$ cat src/rtl/serial_tx_pkg.sv
// ============================================================================
// Module      : serial_tx_pkg
// Description : Shared types and helpers for the serial frame transmitter.
// Revision    : 1.0 - initial release
// ============================================================================
`default_nettype none

package serial_tx_pkg;

  localparam int SLICE_W = 2;

  typedef enum logic [1:0] {
    ST_IDLE  = 2'd0,
    ST_START = 2'd1,
    ST_SHIFT = 2'd2,
    ST_DONE  = 2'd3
  } state_t;

  // One extra bit keeps the counter well-formed even when LENGTH/2 == 1.
  function automatic int slice_cnt_width(input int length);
    return $clog2(length / 2) + 1;
  endfunction

endpackage

`default_nettype wire

$ cat src/rtl/serial_tx_lane_shifter.sv
// ============================================================================
// Module      : serial_tx_lane_shifter
// Description : One lane's load/shift register, emitting 2 bits LSB-first.
// Revision    : 1.0 - initial release
// ============================================================================
`default_nettype none

module serial_tx_lane_shifter
  import serial_tx_pkg::*;
#(
  parameter int LENGTH = 32
) (
  input  logic               clk,
  input  logic               reset,
  input  logic               load,
  input  logic [LENGTH-1:0]  load_word,
  input  logic               shift,
  output logic [SLICE_W-1:0] slice
);

  logic [LENGTH-1:0] r_word;

  always_ff @(posedge clk) begin
    if (reset) begin
      r_word <= '0;
    end else if (load) begin
      r_word <= load_word;
    end else if (shift) begin
      r_word <= r_word >> SLICE_W;
    end
  end

  assign slice = r_word[SLICE_W-1:0];

endmodule

`default_nettype wire

$ cat src/rtl/serial_frame_tx.sv
// ============================================================================
// Module      : serial_frame_tx
// Description : Frame transmitter streaming 4*SIZE lane words as 2-bit slices.
//               Optional shadow frame buffer: SERIAL_FRAME_TX_DOUBLE_BUF_EN.
// Revision    : 1.0 - initial release
// ============================================================================
`default_nettype none

module serial_frame_tx
  import serial_tx_pkg::*;
#(
  parameter int SIZE   = 4,
  parameter int LENGTH = 32
) (
  input  logic                     clk,
  input  logic                     reset,
  input  logic                     load_valid,
  output logic                     load_ready,
  input  logic [4*SIZE*LENGTH-1:0] load_data,
  input  logic                     hold,
  output logic                     start,
  output logic                     serial_valid,
  output logic [8*SIZE-1:0]        serial_data,
  output logic                     finish,
  output logic                     busy
);

  localparam int c_LANES = 4 * SIZE;
  localparam int c_CNT_W = slice_cnt_width(LENGTH);
  localparam logic [c_CNT_W-1:0] c_LAST_SLICE = c_CNT_W'(LENGTH / 2 - 1);

  state_t                       r_state;
  state_t                       w_next_state;
  logic [c_CNT_W-1:0]           r_slice_cnt;
  logic                         w_ready_raw;
  logic                         w_handshake;
  logic                         w_load_sr;
  logic                         w_shift;
  logic [c_LANES*LENGTH-1:0]    w_frame_word;
  logic [c_LANES*SLICE_W-1:0]   w_slices;

  assign w_handshake = load_valid && load_ready;
  assign w_shift     = (r_state == ST_SHIFT) && !hold;

`ifdef SERIAL_FRAME_TX_DOUBLE_BUF_EN
  logic [c_LANES*LENGTH-1:0] r_shadow;
  logic                      r_shadow_full;
  logic                      w_transfer;
  logic                      w_capture_direct;
  logic                      w_shadow_write;

  // A frame parked in the shadow is launched from DONE, or from IDLE when it
  // arrived during the DONE cycle of an otherwise empty pipeline.
  assign w_transfer       = ((r_state == ST_IDLE) || (r_state == ST_DONE)) && r_shadow_full;
  assign w_capture_direct = (r_state == ST_IDLE) && !r_shadow_full && w_handshake;
  assign w_shadow_write   = w_handshake && !w_capture_direct;
  assign w_load_sr        = w_capture_direct || w_transfer;
  assign w_frame_word     = w_transfer ? r_shadow : load_data;
  assign w_ready_raw      = !r_shadow_full;

  always_ff @(posedge clk) begin
    if (reset) begin
      r_shadow      <= '0;
      r_shadow_full <= 1'b0;
    end else if (w_shadow_write) begin
      r_shadow      <= load_data;
      r_shadow_full <= 1'b1;
    end else if (w_transfer) begin
      r_shadow_full <= 1'b0;
    end
  end
`else
  assign w_load_sr    = w_handshake;
  assign w_frame_word = load_data;
  assign w_ready_raw  = (r_state == ST_IDLE);
`endif

  always_ff @(posedge clk) begin
    if (reset) begin
      r_state <= ST_IDLE;
    end else begin
      r_state <= w_next_state;
    end
  end

  always_comb begin
    w_next_state = r_state;
    case (r_state)
      ST_IDLE:  if (w_load_sr) w_next_state = ST_START;
      ST_START: w_next_state = ST_SHIFT;
      ST_SHIFT: if (w_shift && (r_slice_cnt == c_LAST_SLICE)) w_next_state = ST_DONE;
      ST_DONE:  w_next_state = w_load_sr ? ST_START : ST_IDLE;
      default:  w_next_state = ST_IDLE;
    endcase
  end

  always_ff @(posedge clk) begin
    if (reset) begin
      r_slice_cnt <= '0;
    end else if (w_load_sr) begin
      r_slice_cnt <= '0;
    end else if (w_shift) begin
      r_slice_cnt <= r_slice_cnt + 1'b1;
    end
  end

  for (genvar i = 0; i < c_LANES; i++) begin : g_lanes
    serial_tx_lane_shifter #(
      .LENGTH (LENGTH)
    ) u_lane (
      .clk       (clk),
      .reset     (reset),
      .load      (w_load_sr),
      .load_word (w_frame_word[i*LENGTH +: LENGTH]),
      .shift     (w_shift),
      .slice     (w_slices[i*SLICE_W +: SLICE_W])
    );
  end

  always_comb begin
    load_ready   = w_ready_raw && !reset;
    start        = 1'b0;
    serial_valid = 1'b0;
    finish       = 1'b0;
    busy         = (r_state != ST_IDLE);
    case (r_state)
      ST_START: start        = 1'b1;
      ST_SHIFT: serial_valid = !hold;
      ST_DONE:  finish       = 1'b1;
      default:  ;
    endcase
    serial_data = serial_valid ? w_slices : '0;
  end

endmodule

`default_nettype wire
$ cat config.mk
export PLATFORM = sky130hd
export DESIGN_NAME = serial_frame_tx
export DESIGN_NICKNAME = d
export VERILOG_FILES = /design/src/rtl/serial_tx_pkg.sv /design/src/rtl/serial_tx_lane_shifter.sv /design/src/rtl/serial_frame_tx.sv
export SDC_FILE = /design/constraint.sdc
export NUM_CORES = 1
export LEC_CHECK = 0
export ABC_CLOCK_PERIOD_IN_PS = 1800
export CAP_MARGIN = 20
export CORE_MARGIN = 2
export CORE_UTILIZATION = 37
export CTS_BUF_LIST = sky130_fd_sc_hd__clkbuf_16
export CTS_CLUSTER_SIZE = 24
export DETAILED_ROUTE_END_ITERATION = 7
export PLACE_DENSITY = 0.65
export SETUP_SLACK_MARGIN = 0.15
export SLEW_MARGIN = 30
export SYNTH_ARGS = -nofsm -noshare
export SYNTH_HDL_FRONTEND = slang
export SYNTH_SLANG_ARGS = --single-unit
$ cat constraint.sdc
create_clock -name clk -period 1.8 [get_ports clk]
set_input_delay 0.18 -clock clk [delete_from_list [all_inputs] [get_ports clk]]
set_output_delay 0.18 -clock clk [all_outputs]
set_load 0.02 [all_outputs]
## Word-level counts from Yosys, hierarchy flattened

Index checks and enable logic that the tools add are counted.

| storage, ports and cells | value |
|---|---|
| register bits after elaboration | 519 |
| latch bits | 0 |
| RAM bits | 0 |
| memory bits (read-only) | 0 |
| output and inout port bits | 37 |
| logic and storage cells | 76 |
| memories kept | 0 |

| operators by class | value |
|---|---|
| $add $sub $neg | 1 |
| $mul | 0 |
| divide/modulo/power cells | 0 |
| $lt $le $gt $ge | 0 |
| equality and inequality tests | 6 |
| shift-type cells | 0 |
| multiplexer cells | 40 |
| bitwise gates (word level) | 0 |
| reductions and logical operators | 11 |

Operators with widths:

| operator | count |
|---|---|
| two-way mux 32 bit | 33 |
| one-hot mux 2 bit (4 select lines) | 1 |
| adder 5 x 1 -> 5 bit, second input constant | 1 |
| == test 5 x 4 -> 1 bit, second input constant | 1 |
| == test 2 bit, second input constant | 2 |
| logical AND 1 bit | 4 |
| two-way mux 1 bit | 4 |
| two-way mux 2 bit | 2 |
| != test 2 x 1 -> 1 bit, second input constant | 2 |
| nonzero test 2 bit | 2 |
| == test 2 x 1 -> 1 bit, second input constant | 1 |
| logical NOT 1 bit | 2 |
| logical NOT 2 bit | 1 |
| AND reduction 2 bit | 1 |
| OR reduction 2 bit | 1 |

## Longest topological paths before layout

| logic depth | value |
|---|---|
| depth in word-level cells | 5 |
| depth in mapped cells | 9 |
| mapped depth without buffers | 6 |

## By module

From an unflattened synthesis, not the netlist that was laid out.

| second synthesis, totals | value |
|---|---|
| cell total of the unflattened synthesis | 2387 |
| area total of the unflattened synthesis | 25456.9 um2 |

Modules (own cells, without submodules):

| module | instances | cells each | area each (um2) | sequential area each (um2) |
|---|---|---|---|---|
| serial_tx_lane_shifter | 16 | 144 | 1550.2 | 640.6 |
| serial_frame_tx | 1 | 83 | 653.1 | 140.1 |

## Worst setup path before layout

No wires, ideal clock.

| path | value |
|---|---|
| path kind | reg2out |
| from | reg r_state[0] |
| to | out serial_data[22] |
| arrival time | 1585 ps |
| data required time | 1620 ps |
| slack | 35 ps |
| cell stages (with the launch flop) | 8 |
| cell sequence | dfxtp_1 > inv_1 > ha_1 > nand2b_1 > inv_1 > buf_2 > clkbuf_1 > and2_1 |

| between the ends | value |
|---|---|
| longest elaborated chain between the ends | 3 |

RTL lines:

| what | RTL line | text |
|---|---|---|
| from (decl) | serial_frame_tx.sv:32 | `state_t r_state;` |
| from (signal assigned) | serial_frame_tx.sv:82 | `r_state <= w_next_state;` |
| == test 2 bit | serial_frame_tx.sv:126 | `case (r_state)` |
| two-way mux 1 bit | serial_frame_tx.sv:126 |  |
| via serial_valid | serial_frame_tx.sv:22 | `output logic serial_valid,` |
| two-way mux 32 bit | serial_frame_tx.sv:132 | `serial_data = serial_valid ? w_slices : '0;` |
| to (decl) | serial_frame_tx.sv:23 | `output logic [8*SIZE-1:0] serial_data,` |

The timed path passes the listed nets, and every way through them passes these cells.

## Final worst setup path

| path | value |
|---|---|
| from | reg r_state[0] |
| to | out serial_data[12] |

| between the ends | value |
|---|---|
| longest elaborated chain between the ends | 3 |

RTL lines:

| what | RTL line |
|---|---|
| == test 2 bit | serial_frame_tx.sv:126 |
| two-way mux 1 bit | serial_frame_tx.sv:126 |
| two-way mux 32 bit | serial_frame_tx.sv:132 |

No other way between the ends.

==> metrics <==
Crit path max-delay family=buffers and inverters; share of the synthesized area in the top cell type=0.460; Top FF cell, synth=dfxtp_1; Layout Nets=4056; largest net degree at the start of global routing=180; DR pass1 iterations=5; Hold Fails Final Rpt=0; RSZ-0062 raised after global routing=yes; IO Count=553; Mapped Cells=2895; Max-Cap Viols=0; failing checks=negative setup slack; Worst Path Class, Setup=flop to output port; Die Y=251 um; initial antenna violation count=22; placed cell count=4072; status=finished with violations; Final period util=1.09; drc violations=0; synthesized net count=3419; fillers=4854; Post-synth EDFFs=0; IO buf count=552; Post-Route Skew=0.0225 ns; Non-Filler Instances=4373; commonest non-fill, non-tap cell in the layout=dfxtp_1; final wirelength=91200 um; CP max FO=13; Peak VDD IR=0.716 mV; Reg2Reg Depth=11; post-synth cell types=29; reg2reg setup slack=-0.16 ns; type of origin of the critical path=flop; most frequent cells in the layout=dfxtp_1, clkdlybuf4s50_1, nand2_1; GR Overflow Total=0; gr usage total=0.257; wire per inst=20.9 um; CP arrival=1.78 ns; clk buf depth=3; TritonCTS buffer count=55; CP Cell Sequence=inv_2, ha_4, nand2b_4, inv_12, buf_16, and2_1, buf_6; gpl congestion=0.804; Worst Path Buf+Inv=4; CTS tree=built; clk slew on worst S/H paths=0.06 ns; CP max stage delay=0.33 ns; number of global-route vias before repair=22600; Worst Hold Class=input port to flop; vias per cell=5.48; first-pass GRT wire length=129000 um; Core ar.=60400 um^2; Synth area leader=dfxtp_1; r2r endpoint=g_lanes[9].u_lane.r_word[9]; root buffer cell=clkbuf_16; full die area=63100 um^2; dominant cells by area after synthesis=dfxtp_1, a211oi_1, a21oi_1; CTS sink count=519; Slew headroom=0.198; pwr dens=1150 nW/um^2; Post-DRT Antenna Nets=0; yosys warns=0; Crit. End Element=output port; Tot Pwr=43600 uW; fraction of registers with async set/reset=0; Achievable Freq=509 MHz; Detailed Place HPWL=49900 um; highest-delay cell along the critical path=dfxtp_2; Critical Path RT=1.62 ns; crit path from=r_state[0]; Tightest Pin Transition=1.20 ns; Leak=0.0134 uW; Starting Density=0.375; Crit path depth=7; num rows=90; routed via count=24000; worst hold margin=0.132 ns; Skew-Pair Late Insertion Delay=0.60 ns; H-tree levels=2; post-route setup slack=-0.165 ns; final number of setup-violating endpoints=432; die width=251 um; flops & latches, synth=519; crit path capture=serial_data[12]; Post-Syn Area=22600 um^2; post-route minimum period=1.96 ns; P&R area growth vs syn=66.9%; Seq/Total Area, Yosys=0.460; DRT iter0 DRCs=1667; layout cells sized above 1=0.260; fin. max-slew vios=0; Avg Cell Area, Syn=7.81 um^2; r2r startpoint=r_state[0]
worst min path at each step:
stage	from	to	slack, ns	cells after the start
5_1_grt	load_data[510]	g_lanes[15].u_lane.r_word[30]	0.12	3
3_3_place_gp	reset	g_lanes[12].u_lane.r_word[21]	0.43	2
6_report	load_data[510]	g_lanes[15].u_lane.r_word[30]	0.13	3
4_1_cts	load_data[223]	g_lanes[6].u_lane.r_word[31]	0.09	3
3_5_place_dp	reset	g_lanes[12].u_lane.r_word[21]	0.43	2
2_1_floorplan	load_data[30]	g_lanes[0].u_lane.r_word[30]	0.32	2
cells by family after synthesis:
group	after synthesis	share of synthesized area
DFF	519	0.460
muxes	2	0.000885
AOI/OAI and AO/OA	998	0.279
xor gates and xnor gates	2	0.000775
buffers and inverters	291	0.0702
adders and majority gates	8	0.00443
and+or+nand+nor	1075	0.185
cells in the mapped netlist (2+ instances only):
cell type,n
dfxtp_1,519
nand2_1,515
a21oi_1,513
nor2_1,484
a211oi_1,460
buf_2,125
clkbuf_1,97
nand3_1,33
and2_1,32
buf_6,31
buf_4,25
a211oi_2,20
ha_1,8
buf_1,7
nand2b_1,6
inv_1,5
mux2i_1,2
nand3b_1,2
power by group:
group | internal [uW] | switching [uW] | total, uW
logic | 9060 | 8130 | 17200
clock network | 6150 | 4920 | 11100
registers | 13800 | 1520 | 15300
total | 29000 | 14600 | 43600
what timing repair did:
action / CTS / global route
hold buffers: 2 / 0
pin swaps: 78 / 116
setup buffers: 52 / 39
resized for setup: 419 / 630
hold endpoints to repair: 7 / 0
setup endpoints to repair: 549 / 550
gates cloned: 58 / 34
sequential cells by signal (all words and copies together), names as in the netlist:
name                   count
g_lanes.u_lane.r_word    512
r_slice_cnt                5
r_state                    2
final cells by class:
type | instances | area (um^2) | share of cell area
diodes | 16 | 40.0 | 0.00106
clock buffers | 57 | 1430 | 0.0378
clock inverters | 43 | 285 | 0.00756
inverters | 5 | 41.3 | 0.00109
multi-input cells | 2085 | 13300 | 0.351
flip-flops and latches | 519 | 10400 | 0.275
well taps | 782 | 978 | 0.0259
repair buffers | 866 | 11300 | 0.300
stage by stage:
| stage | instance area (um^2) | util | setup TNS (ns) | setup WS, ns |
|---|---|---|---|---|
| after global routing | 37700 | 0.625 | -60.55 | -0.235 |
| after global placement | 29000 | 0.480 | -43.33 | -0.239 |
| after floorplan | 22600 | - | 0 | 0.125 |
| after detailed placement | 29000 | 0.480 | -48.22 | -0.235 |
| after CTS | 33800 | 0.561 | -31.93 | -0.209 |
| final | 37700 | 0.625 | -29.11 | -0.165 |
routing by layer:
metal,track usage,vias to the layer above,routed length [um]
li1,-,11400,-
met1,0.340,11500,38400
met2,0.420,858,44300
met3,0.0488,157,5960
met4,0.0847,16,2410
met5,0,-,112
worst register-to-register path, delay by kind of cell, from the launching register on:
kind	cells	cell delay (ns)
AOI/OAI and AO/OA	2	0.30
adders and majority gates	1	0.13
buffers and inverters	7	0.89
DFF	1	0.32
and+or+nand+nor	1	0.23
(Power assumes the default switching activity.)
